File: config.mk
export PLATFORM = sky130hd
export DESIGN_NAME = bist_ora_misr
export DESIGN_NICKNAME = d
export VERILOG_FILES = /design/src/rtl/bist_ora_misr.sv
export SDC_FILE = /design/constraint.sdc
export NUM_CORES = 1
export LEC_CHECK = 0
export ABC_AREA = 0
export BUFFER_PORTS_ARGS = -buffer_cell sky130_fd_sc_hd__buf_2
export CORE_AREA = 2 2 39 41
export CTS_BUF_LIST = sky130_fd_sc_hd__clkbuf_8
export DETAILED_ROUTE_END_ITERATION = 7
export DIE_AREA = 0 0 41 43
export GPL_TIMING_DRIVEN = 0
export PLACE_DENSITY = 0.79
export SLEW_MARGIN = 15
export SYNTH_ARGS = -nofsm -noshare
export SYNTH_HDL_FRONTEND = slang
export SYNTH_SLANG_ARGS = --single-unit
File: constraint.sdc
create_clock -name clock -period 3.45 [get_ports clock]
set_input_delay 0.345 -clock clock [delete_from_list [all_inputs] [get_ports clock]]
set_output_delay 0.345 -clock clock [all_outputs]
set_load 0.02 [all_outputs]
File: src/rtl/bist_ora_misr.sv
// rtl/bist_ora_misr.sv - 3-bit MISR output response analyser for full-adder BIST (optional watchdog: ORA_TIMEOUT_EN)
module bist_ora_misr #(
  parameter logic [2:0] SEED          = 3'b000,
  parameter logic [2:0] GOLDEN_SIG    = 3'b001,
  parameter logic [3:0] PATTERN_COUNT = 4'd7,
  parameter int         TIMEOUT       = 64
) (
  input  logic       clock,
  input  logic       reset,
  input  logic       start,
  input  logic       in_valid,
  input  logic       in_last,
  input  logic       cut_sum,
  input  logic       cut_carry,
  output logic [2:0] signature,
  output logic       busy,
  output logic       done,
  output logic       pass,
  output logic       fail,
  output logic       timeout
);

  typedef enum logic [1:0] {
    ST_IDLE     = 2'd0,
    ST_COMPRESS = 2'd1,
    ST_COMPARE  = 2'd2,
    ST_DONE     = 2'd3
  } state_t;

  state_t     state_q;
  logic [2:0] sig_q;
  logic [2:0] sig_d;
  logic [3:0] cnt_q;
  logic [3:0] cnt_d;
  logic       busy_q;
  logic       done_q;
  logic       pass_q;
  logic       fail_q;

  // Next MISR value for polynomial x^3+x+1 with d[1]=carry, d[0]=sum, and saturating vector count
  always_comb begin
    sig_d    = sig_q;
    sig_d[0] = sig_q[2] ^ cut_sum;
    sig_d[1] = sig_q[0] ^ sig_q[2] ^ cut_carry;
    sig_d[2] = sig_q[1];
    cnt_d    = (cnt_q == 4'hF) ? cnt_q : cnt_q + 4'd1;
  end

`ifdef ORA_TIMEOUT_EN
  localparam int WDW = (TIMEOUT < 2) ? 1 : $clog2(TIMEOUT + 1);
  localparam logic [WDW-1:0] WD_LAST = WDW'(TIMEOUT - 1);

  logic [WDW-1:0] wd_q;
  logic           timeout_q;

  // Run controller with watchdog: compresses responses, judges the signature, holds the verdict
  always_ff @(posedge clock) begin
    if (reset) begin
      state_q   <= ST_IDLE;
      sig_q     <= SEED;
      cnt_q     <= 4'd0;
      busy_q    <= 1'b0;
      done_q    <= 1'b0;
      pass_q    <= 1'b0;
      fail_q    <= 1'b0;
      timeout_q <= 1'b0;
      wd_q      <= '0;
    end else begin
      case (state_q)
        ST_IDLE, ST_DONE: begin
          if (start) begin
            state_q   <= ST_COMPRESS;
            sig_q     <= SEED;
            cnt_q     <= 4'd0;
            pass_q    <= 1'b0;
            fail_q    <= 1'b0;
            timeout_q <= 1'b0;
            busy_q    <= 1'b1;
            done_q    <= 1'b0;
            wd_q      <= '0;
          end
        end
        ST_COMPRESS: begin
          if (in_valid && in_last) begin
            sig_q   <= sig_d;
            cnt_q   <= cnt_d;
            state_q <= ST_COMPARE;
          end else if (wd_q == WD_LAST) begin
            // Response stream stalled: end the run as a failure
            state_q   <= ST_DONE;
            fail_q    <= 1'b1;
            timeout_q <= 1'b1;
            busy_q    <= 1'b0;
            done_q    <= 1'b1;
          end else begin
            if (in_valid) begin
              sig_q <= sig_d;
              cnt_q <= cnt_d;
            end
            wd_q <= wd_q + 1'b1;
          end
        end
        ST_COMPARE: begin
          if ((sig_q == GOLDEN_SIG) && (cnt_q == PATTERN_COUNT)) begin
            pass_q <= 1'b1;
          end else begin
            fail_q <= 1'b1;
          end
          state_q <= ST_DONE;
          busy_q  <= 1'b0;
          done_q  <= 1'b1;
        end
        default: begin
          state_q <= ST_IDLE;
          busy_q  <= 1'b0;
          done_q  <= 1'b0;
        end
      endcase
    end
  end

  assign timeout = timeout_q;
`else
  // Run controller: compresses responses, judges the signature, holds the verdict
  always_ff @(posedge clock) begin
    if (reset) begin
      state_q <= ST_IDLE;
      sig_q   <= SEED;
      cnt_q   <= 4'd0;
      busy_q  <= 1'b0;
      done_q  <= 1'b0;
      pass_q  <= 1'b0;
      fail_q  <= 1'b0;
    end else begin
      case (state_q)
        ST_IDLE, ST_DONE: begin
          if (start) begin
            state_q <= ST_COMPRESS;
            sig_q   <= SEED;
            cnt_q   <= 4'd0;
            pass_q  <= 1'b0;
            fail_q  <= 1'b0;
            busy_q  <= 1'b1;
            done_q  <= 1'b0;
          end
        end
        ST_COMPRESS: begin
          if (in_valid) begin
            sig_q <= sig_d;
            cnt_q <= cnt_d;
            if (in_last) begin
              state_q <= ST_COMPARE;
            end
          end
        end
        ST_COMPARE: begin
          if ((sig_q == GOLDEN_SIG) && (cnt_q == PATTERN_COUNT)) begin
            pass_q <= 1'b1;
          end else begin
            fail_q <= 1'b1;
          end
          state_q <= ST_DONE;
          busy_q  <= 1'b0;
          done_q  <= 1'b1;
        end
        default: begin
          state_q <= ST_IDLE;
          busy_q  <= 1'b0;
          done_q  <= 1'b0;
        end
      endcase
    end
  end

  assign timeout = 1'b0;
`endif

  assign signature = sig_q;
  assign busy      = busy_q;
  assign done      = done_q;
  assign pass      = pass_q;
  assign fail      = fail_q;

endmodule
After elaboration in Yosys (flattened, before gate mapping)
Cells that the tools add are included.

Muxes and demuxes: 19. Add/sub/neg operators: 1. Reduce and logical (&&, ||, !) cells: 11. Eq/ne operators: 12. Bitwise operators: 3.

Operators with widths (count): 2-to-1 mux 4 bit (3); inequality test 2 bit, second input constant (6); AND reduction 3 bit (4); one-hot mux 1 bit (2 select lines) (4); one-hot mux 4 bit (2 select lines) (1); 2-to-1 mux 2 bit (3); 2-to-1 mux 3 bit (2); one-hot mux 2 bit (3 select lines) (1); one-hot mux 3 bit (2 select lines) (1); adder 4 x 1 -> 4 bit, second input constant (1); equality test 2 bit, second input constant (2); equality test 4 x 3 -> 1 bit, second input constant (1); equality test 4 bit, second input constant (1); 2-to-1 mux 1 bit (4); AND reduction 4 bit (1); nonzero test 2 bit (2); equality test 3 x 1 -> 1 bit, second input constant (1); bitwise XOR 1 bit (3); equality test 2 x 1 -> 1 bit, second input constant (1); logical NOT 2 bit (1); AND reduction 2 bit (1); OR reduction 2 bit (1); logical AND 1 bit (1).

Output and inout bits: 8. Bits of input ports: 7. Bits in registers: 13. Word-level logic and storage cells: 53.

Logic depth before layout (Yosys ltp)
Gate-level depths: netlist of the first run.

Depth after elaboration: 4. Gate-level depth with buffers: 6. Depth with buffers taken out: 5.

Least setup slack after synthesis of the first run
No wires, ideal clock.

Path kind: reg-to-reg. Start point: register state_q[0]. End point: register cnt_q[0]. Library setup time: 0.071 ns. Required time: 3.379 ns. Arrival time: 1.506 ns. Slack: 1.873 ns. Period minus slack after synthesis: 1.577 ns. Cell stages (with the launch flop): 6. Path buffers: 0. Cells stage by stage: dfxtp_1 inv_1 ha_1 nor2b_2 or4_1 a21oi_1.

Word-level cells in the longest chain between the ends: 4. Elaborated cells on any way between the ends: 10. Classes of those cells: eq/ne (5); mux (1); reduce/logical (4).

Ends and longest elaborated chain: start: declaration (RTL line 30) `state_t state_q;`; start signal: assignment (RTL line 127) `state_q <= ST_IDLE;`; start signal: assignment (RTL line 138) `state_q <= ST_COMPRESS;`; start signal: assignment (RTL line 152) `state_q <= ST_COMPARE;`; equality test 2 bit / logical NOT 2 bit (equally long branches) (RTL line 135) `case (state_q)`; OR reduction 2 bit (RTL line 135); inequality test 2 bit (no line) / nonzero test 2 bit (equally long branches); AND reduction 4 bit (no line); end signal: assignment (RTL line 150) `cnt_q <= cnt_d;`; end: declaration (RTL line 33) `logic [3:0] cnt_q;`.

Parallel ways exist; a longest one is shown, timed or not. A chain may end at the register's enable or synchronous reset.

Final worst setup path of the first run
Start point: register state_q[0]. End point: register cnt_q[1].

The elaborated chain is that of the path after synthesis.

==> results.md, run 1 <==
* Status: finished clean
* Hold buffers post-CTS at 0
* Sw Ratio at 0.3842
* Crit path time final at 1.737 ns
* Final setup vio count at 0
* Pre-antenna DRT Iters at 4
* Clock share of power at 0.226
* RD Place Congestion at 0.8097
* Area of the multi-input gates at 415.4 um2
* Sink Count at 13
* H-tree Lvls at 1
* Int Pwr at about 0.00036 W
* Critical path's top delay family: simple AND/OR/NAND/NOR gates
* ANT nets after route at 0
* Initial Util at 0.5235
* Core Region at 0.001384 mm2
* Gr ovfl total at 0
* Count of cell types in the netlist at 39
* Psw at 0.0002242 W
* Worst slew pin tran at 0.5018 ns
* Cell Area, Synth at 724.4 um2
* First-pass GRT wire length at 2.608 mm
* Clock latency on the worst-skew pair at 0.24 ns
* GR Util All Layers at 0.2105
* CTS resizes at 0
* Fill cells at 120
* Critical Path Start Type: flop
* Post-DP HPWL at approximately 1.1 mm
* CTS tree: yes
* VDD IR max at 0.0005167 V
* Pins over their slew limit at 0
* Max Cap Viol at 0
* Wire per inst at ~13 um
* Crit Path Category: flop to flop
* Clk pin slew, worst setup/hold paths at around 0.060 ns
* Yosys warns at 0
* FF/Latch Area at 260.3 um2
* Pleak at 0.3499 nW
* Final period util at 0.5036
* Highest-delay cell along the critical path: or4b_1
* Non-Filler Instances at 117
* Die footprint at 0.001763 mm2
* Endpoints failing hold at 0
* Power share of the combinational group at 0.438
* Synth Area per Inst at 8.624 um2
* Post-CTS setup buffer count at 0
* Clock Skew at 0.004209 ns
* Worst-path fanout max at 7
* Top FF cell, synth: dfxtp_1
* Peak Freq at between 500 and 600 MHz
* Num rows at 14
* Crit path DAT at 1.90 ns
* PD cells at 682.7 mW/mm2
* Total CTS buffers at 3
* Post-synth EDFFs at 0
* Cells after DPL at 113
* Nets@finish at about 110
* Register area share after synthesis at 0.3592
* Initial drt markers at 7
* Cells after synthesis at 84
* Root Buffer: clkbuf_8
* Crit-path cells: inv_1, ha_1, nor2b_2, or4b_1, a21oi_1
* Setup TNS at 0 ns
* Worst Hold Class: input port to flop
* Vias in the first global route at 614
* Seq cells post-synth at 13
* Die X at 41 um
* # diodes at 0
* Synth async-reset ratio at 0
* Pin count of the biggest net entering global routing at 11
* Via-to-Cell Ratio at 5.684
* Clock Tree Buf Depth at 2
* Slowest stage delay, CP at roughly 0.53 ns
* Worst path bufs/invs at 1
* Layout cells sized above 1 at 0.2376
* Die Y-Extent at 43 um
* Vias at between 600 and 700
* Worst slew margin at 0.6655
* IO Pins at 15
* CP Data Required Time at 3.61 ns
* WL final at 1.518 mm
* Initial antenna violation count at 0
* Syn nets at 94
* Hold slack at 0.3413 ns
* Unrepaired setup endpoints after global routing: false
* Seq pwr share at 0.336
* Crit end category: flop
* DRC at 0
* IO buf count at 13
* Area Overhead vs Synth at 17.96%
## through the flow
stage | util | power (W) | cell area [um2] | setup WS [ns]
finish | 0.6175 | 0.0005835 | 854.6 | 1.713
global route | 0.6175 | 0.0006310 | 854.6 | 1.567
CTS | 0.6175 | 0.0005871 | 854.6 | 1.717
detailed placement | 0.5850 | 0.0004536 | 809.5 | 1.764
global placement | 0.5850 | 0.0004428 | 809.5 | 1.784
floorplan | - | 0.0003926 | 724.4 | 1.873
## state kept, by name, indices dropped and copies added, names as in the netlist
name       count
done           1
fail           1
cnt_q          4
pass           1
signature      3
busy           1
state_q        2
## layout make-up
class	instances	share of cell area
Inverter	7	0.03075
Tap cell	16	0.02343
Clock buffer	3	0.04832
Buffer	3	0.02635
Sequential cell	13	0.3045
Multi-Input combinational cell	61	0.4861
Timing Repair Buffer	13	0.07613
Clock inverter	1	0.004392
## logic make-up after synthesis
family                   share of synthesized area
buffers and inverters                      0.06736
AND/OR/NAND/NOR                             0.2125
flip-flops                                  0.3592
adder cells (fa/ha/maj)                    0.05182
AO/OA/AOI/OAI                               0.2539
XOR/XNOR                                   0.03628
other                                     0.005176
multiplexers                               0.01382
## cell usage after synthesis (all sizes together), types with 2 or more instances
library cell	count	area, um2
a211oi	3	27.52
a21oi	10	50.05
buf	2	18.77
dfxtp	13	260.3
ha	3	37.54
inv	7	26.28
nand2	4	17.52
nand2b	3	21.27
nand3	3	15.01
nor2	4	15.01
nor3	3	15.01
o21ai	4	20.02
o311ai	2	17.52
o31a	2	17.52
xnor2	2	17.52
## per-layer routing
metal	global-route usage	wire, um	vias up
li1	-	-	338
met2	0.3219	773	13
met1	0.2871	662	312
met4	0.06000	14	0
met3	0.04712	68	2
met5	0	0	-
## power by group through the flow
stage / registers [W] / logic [W] / clock network (W)
after floorplan: 0.000211 / 0.000181 / 0
after global placement: 0.000196 / 0.000246 / 0
after detailed placement: 0.000198 / 0.000255 / 0
after CTS: 0.000196 / 0.000257 / 0.000135
after global routing: 0.000199 / 0.000289 / 0.000144
final: 0.000196 / 0.000255 / 0.000132
## final timing paths
kind / slack [ns] / start / endpoint / cells past startpoint
setup / recovery: 1.71 / state_q[0] / cnt_q[1] / 5
hold / removal: 0.34 / reset / pass / 2
setup reg to reg: 1.71 / state_q[0] / cnt_q[1] / 5
hold reg to reg: 0.48 / fail / fail / 2
## layout by cell type, fill, tap and decap left out, types with 4 or more instances in the layout
cell	n
o21ai_0	4
nor2_1	4
a21oi_1	10
buf_2	13
inv_1	8
dfxtp_1	13
Note: power is estimated with default switching activity, not from simulation.
==> inputs of run 2 (changes only) <==
ABC_AREA = 1   (was 0)
CORE_AREA = not set   (was 2 2 39 41)
CORE_UTILIZATION = 55   (was not set)
DIE_AREA = not set   (was 0 0 41 43)
PLACE_DENSITY = 0.8   (was 0.79)
clock period = 1.8 ns   (was 3.45 ns; I/O delays follow)
==> run 2 against run 1 <==
  * Non-clock buffer count fell by 2
  * Power up 110%
  * Global-route usage increased by 1.9 points
  * Design area shrank 1.8%
  * Fmax is 14% higher
  * Combinational power rose by 120%
  * Worst hold slack got worse by 0.16 ns
  * First-iteration DRC count up 14%
  * Critical path type unchanged
  * Register-to-register slack worse by 1.4 ns
==> results.md, run 2 <==
* Post-DP HPWL at 1.061 mm (-7.4%)
* First-pass GRT wire length at 2.263 mm (-13%)
* Hold buffers post-CTS at 0 (unchanged)
* Nets@finish at 132 (+18%)
* Final worst slack at 0.2706 ns (-1.442 ns)
* Unrepaired setup endpoints after global routing: false
* Non-Filler Instances at 135 (+15%)
* Setup crit start: state_q[0]
* IO Pins at 15 (unchanged)
* Synth cell count leaders: 28 x nand2_1, 15 x inv_1, 13 x dfxtp_1, 11 x nor2_1
* Main combinational cell family by area after synthesis: simple AND/OR/NAND/NOR gates
* Total CTS buffers at 3 (unchanged)
* Register area share after synthesis at 0.3630 (+0.003762)
* Core Region at 0.001156 mm2 (-16%)
* Clock share of power at 0.217 (-0.009)
* Gr ovfl total at 0 (unchanged)
* Psw at 0.0005114 W (+130%)
* Synth Area in Adders at 0.05236 (+0.0005425)
* Layout cells sized above 1 at 0.2149 (-0.02275)
* Clock Skew at 0.006042 ns (+0.001833 ns)
* Cell Area, Synth at 716.9 um2 (-1.0%)
* Yosys warns at 0 (unchanged)
* Post-synth EDFFs at 0 (unchanged)
* Initial drt markers at 8 (+1)
* Dpl ws at 0.2870 ns (-1.477 ns)
* VDD IR max at 0.001035 V (+100%)
* Pin count of the biggest net entering global routing at 10 (-1)
* Post-CTS setup buffer count at 0 (unchanged)
* Post-Synth XOR/XNOR Area at 0.01222 (-0.02405)
* Final setup vio count at 0 (unchanged)
* Reg-to-reg slack, setup at 0.27 ns (-1.44 ns)
* Cell taking the most area after synthesis: dfxtp_1
* CTS resizes at 0 (unchanged)
* Count leader, synth: nand2_1
* Crit path time final at 1.529 ns (-0.2080 ns)
* Syn nets at 115 (+22%)
* RD Place Congestion at 0.7474 (-7.7%)
* Worst Hold Class: input port to flop
* CP Data Required Time at 1.94 ns (-1.67 ns)
* Synth Area per Inst at 6.828 um2 (-21%)
* Commonest cells after routing, fill and taps aside: 28 x nand2_1, 16 x inv_1, 13 x dfxtp_1
* Int Pwr at 0.0006921 W (+93%)
* Cell Area, Placed at 794.5 um2 (-1.9%)
* Peak Freq at 653.9 MHz (+14%)
* WL final at 1.459 mm (-3.9%)
* Die Y-Extent at 38.11 um (-11%)
* Design Area, Final at 839.6 um2 (-1.8%)
* DRC at 0 (unchanged)
* R2R Path End: fail
* Crit end category: flop
* Pleak at 0.4223 nW (+21%)
* Sw Ratio at 0.4249 (+0.04070)
* Simple-gate portion of the synthesized area at 0.3543 (+0.1418)
* Area Overhead vs Synth at 17.10%
* CTS tree: yes
* Status: finished clean
* Clock Tree Buf Depth at 2 (unchanged)
* H-tree Lvls at 1 (unchanged)
* Compound-gate portion of the synthesized area at 0.1082 (-0.1457)
* GR Util All Layers at 0.2297 (+0.01920)
* IO buf count at 12 (-1)
* Crit path DAT at 1.67 ns (-0.23 ns)
* Vias at 688 (+3.5%)
* PD cells at 1433 mW/mm2 (+110%)
* FF-to-FF Start: state_q[0]
* Sink Count at 13 (unchanged)
* Clk pin slew, worst setup/hold paths at 0.06 ns (about the same)
* Largest register FFs at 4 (unchanged)
* Critical Path Start Type: flop
* Pre-antenna DRT Iters at 4 (unchanged)
* Top FF cell, synth: dfxtp_1
* Cells after DPL at 131 (+16%)
* Vias in the first global route at 566 (-7.8%)
* Synth top area share at 0.3630 (+0.003762)
* Endpoints failing hold at 0 (unchanged)
* Max Cap Viol at 0 (unchanged)
* Last element of the critical path: fail
* Die X at 38.11 um (-7.1%)
* Num rows at 12 (-2)
* Count of cell types in the netlist at 20 (-49%)
* Root Buffer: clkbuf_8
* Seq pwr share at 0.318 (-0.018)
* Synth async-reset ratio at 0 (unchanged)
* # diodes at 0 (unchanged)
* Setup TNS at 0 ns (unchanged)
* Most common cell after layout, fill and taps aside: nand2_1
* Largest Register: cnt_q
* Clock latency on the worst-skew pair at 0.25 ns (about the same)
* Crit Path Category: flop to flop
* R2R cell count at 7 (+2)
* Worst-path fanout max at 9 (+2)
* Initial antenna violation count at 0 (unchanged)
* Proportion of synthesized area in mux cells at 0 (-0.01382)
* Cells after synthesis at 105 (+25%)
* Via-to-Cell Ratio at 5.096 (-10%)
* Final period util at 0.8496 (+0.3461)
* Die footprint at 0.001452 mm2 (-18%)
* Pins over their slew limit at 0 (unchanged)
* Wire per inst at 10.81 um (-17%)
* Seq cells post-synth at 13 (unchanged)
* Total power at 0.001203 W (+110%)
* Top cells by area, synth: dfxtp_1 36%, nand2_1 15%, inv_1 7.9%
* Initial Util at 0.6201 (+0.09662)
* Power share of the combinational group at 0.465 (+0.027)
* ANT nets after route at 0 (unchanged)
run 2: cell count changes after synthesis, sizes merged, moves of 3 or more:
| cell | before | now |
|---|---|---|
| nand2b | 3 | 0 |
| o21ai | 4 | 1 |
| a211oi | 3 | 0 |
| nand4 | 0 | 4 |
| inv | 7 | 16 |
| nor2 | 4 | 11 |
| nand2 | 4 | 32 |
| nand3 | 3 | 7 |
run 2: worst min-delay path by stage:
stage	end	from	slack, ns	cells past startpoint
finish	state_q[0]	reset	0.18	2
global placement	state_q[0]	reset	0.44	2
detailed placement	state_q[0]	reset	0.45	2
global route	state_q[0]	reset	0.20	2
floorplan	signature[0]	cut_sum	0.37	3
CTS	state_q[0]	reset	0.19	2
run 2: cell families (layout without fill, tap and decap cells):
| family | count (synthesis) | in the layout |
|---|---|---|
| AO/OA/AOI/OAI | 12 | 12 |
| adder cells (fa/ha/maj) | 3 | 3 |
| XOR/XNOR | 1 | 1 |
| flip-flops | 13 | 13 |
| AND/OR/NAND/NOR | 57 | 57 |
| buffers and inverters | 18 | 34 |
| other | 1 | 1 |
run 2: power groups by stage:
stage	registers, W	logic [W]	clock network (W)
final	0.000383	0.000559	0.000262
after global routing	0.000391	0.000622	0.000277
after CTS	0.000383	0.000559	0.000258
after detailed placement	0.000389	0.000549	0
after global placement	0.000387	0.000539	0
after floorplan	0.000417	0.000412	0
run 2: metal layers:
metal	share of wire	track usage	vias to the layer above	wire length, um
met2	0.48	0.3814	13	704
met5	0	0	-	0
met4	0.019	0.1339	0	27
met3	0.038	0.05233	4	56
li1	-	-	359	-
met1	0.46	0.2664	312	671
run 2: worst max-delay path, stage by stage (launching register included):
cell     delay [ns]
dfxtp_1        0.36
inv_1          0.06
ha_1           0.38
nand2_4        0.16
o21ai_2        0.08
or2_1          0.24
nand2_2        0.10
nor2_1         0.05
run 2: layout make-up:
cell class / count / area (um2)
inverters: 16 / 60.06
clock inverters: 1 / 3.754
fillers: 94 / 316.6
repair buffers: 12 / 60.06
clock buffers: 3 / 41.29
multi-input cells: 74 / 381.6
flip-flops and latches: 13 / 260.3
plain buffers: 2 / 15.01
well taps: 14 / 17.52
run 2: stage by stage:
step / utilization / hold WS [ns]
floorplan: - / 0.3742
global placement: 0.6872 / 0.4418
detailed placement: 0.6872 / 0.4484
CTS: 0.7262 / 0.1923
global route: 0.7262 / 0.1986
finish: 0.7262 / 0.1819
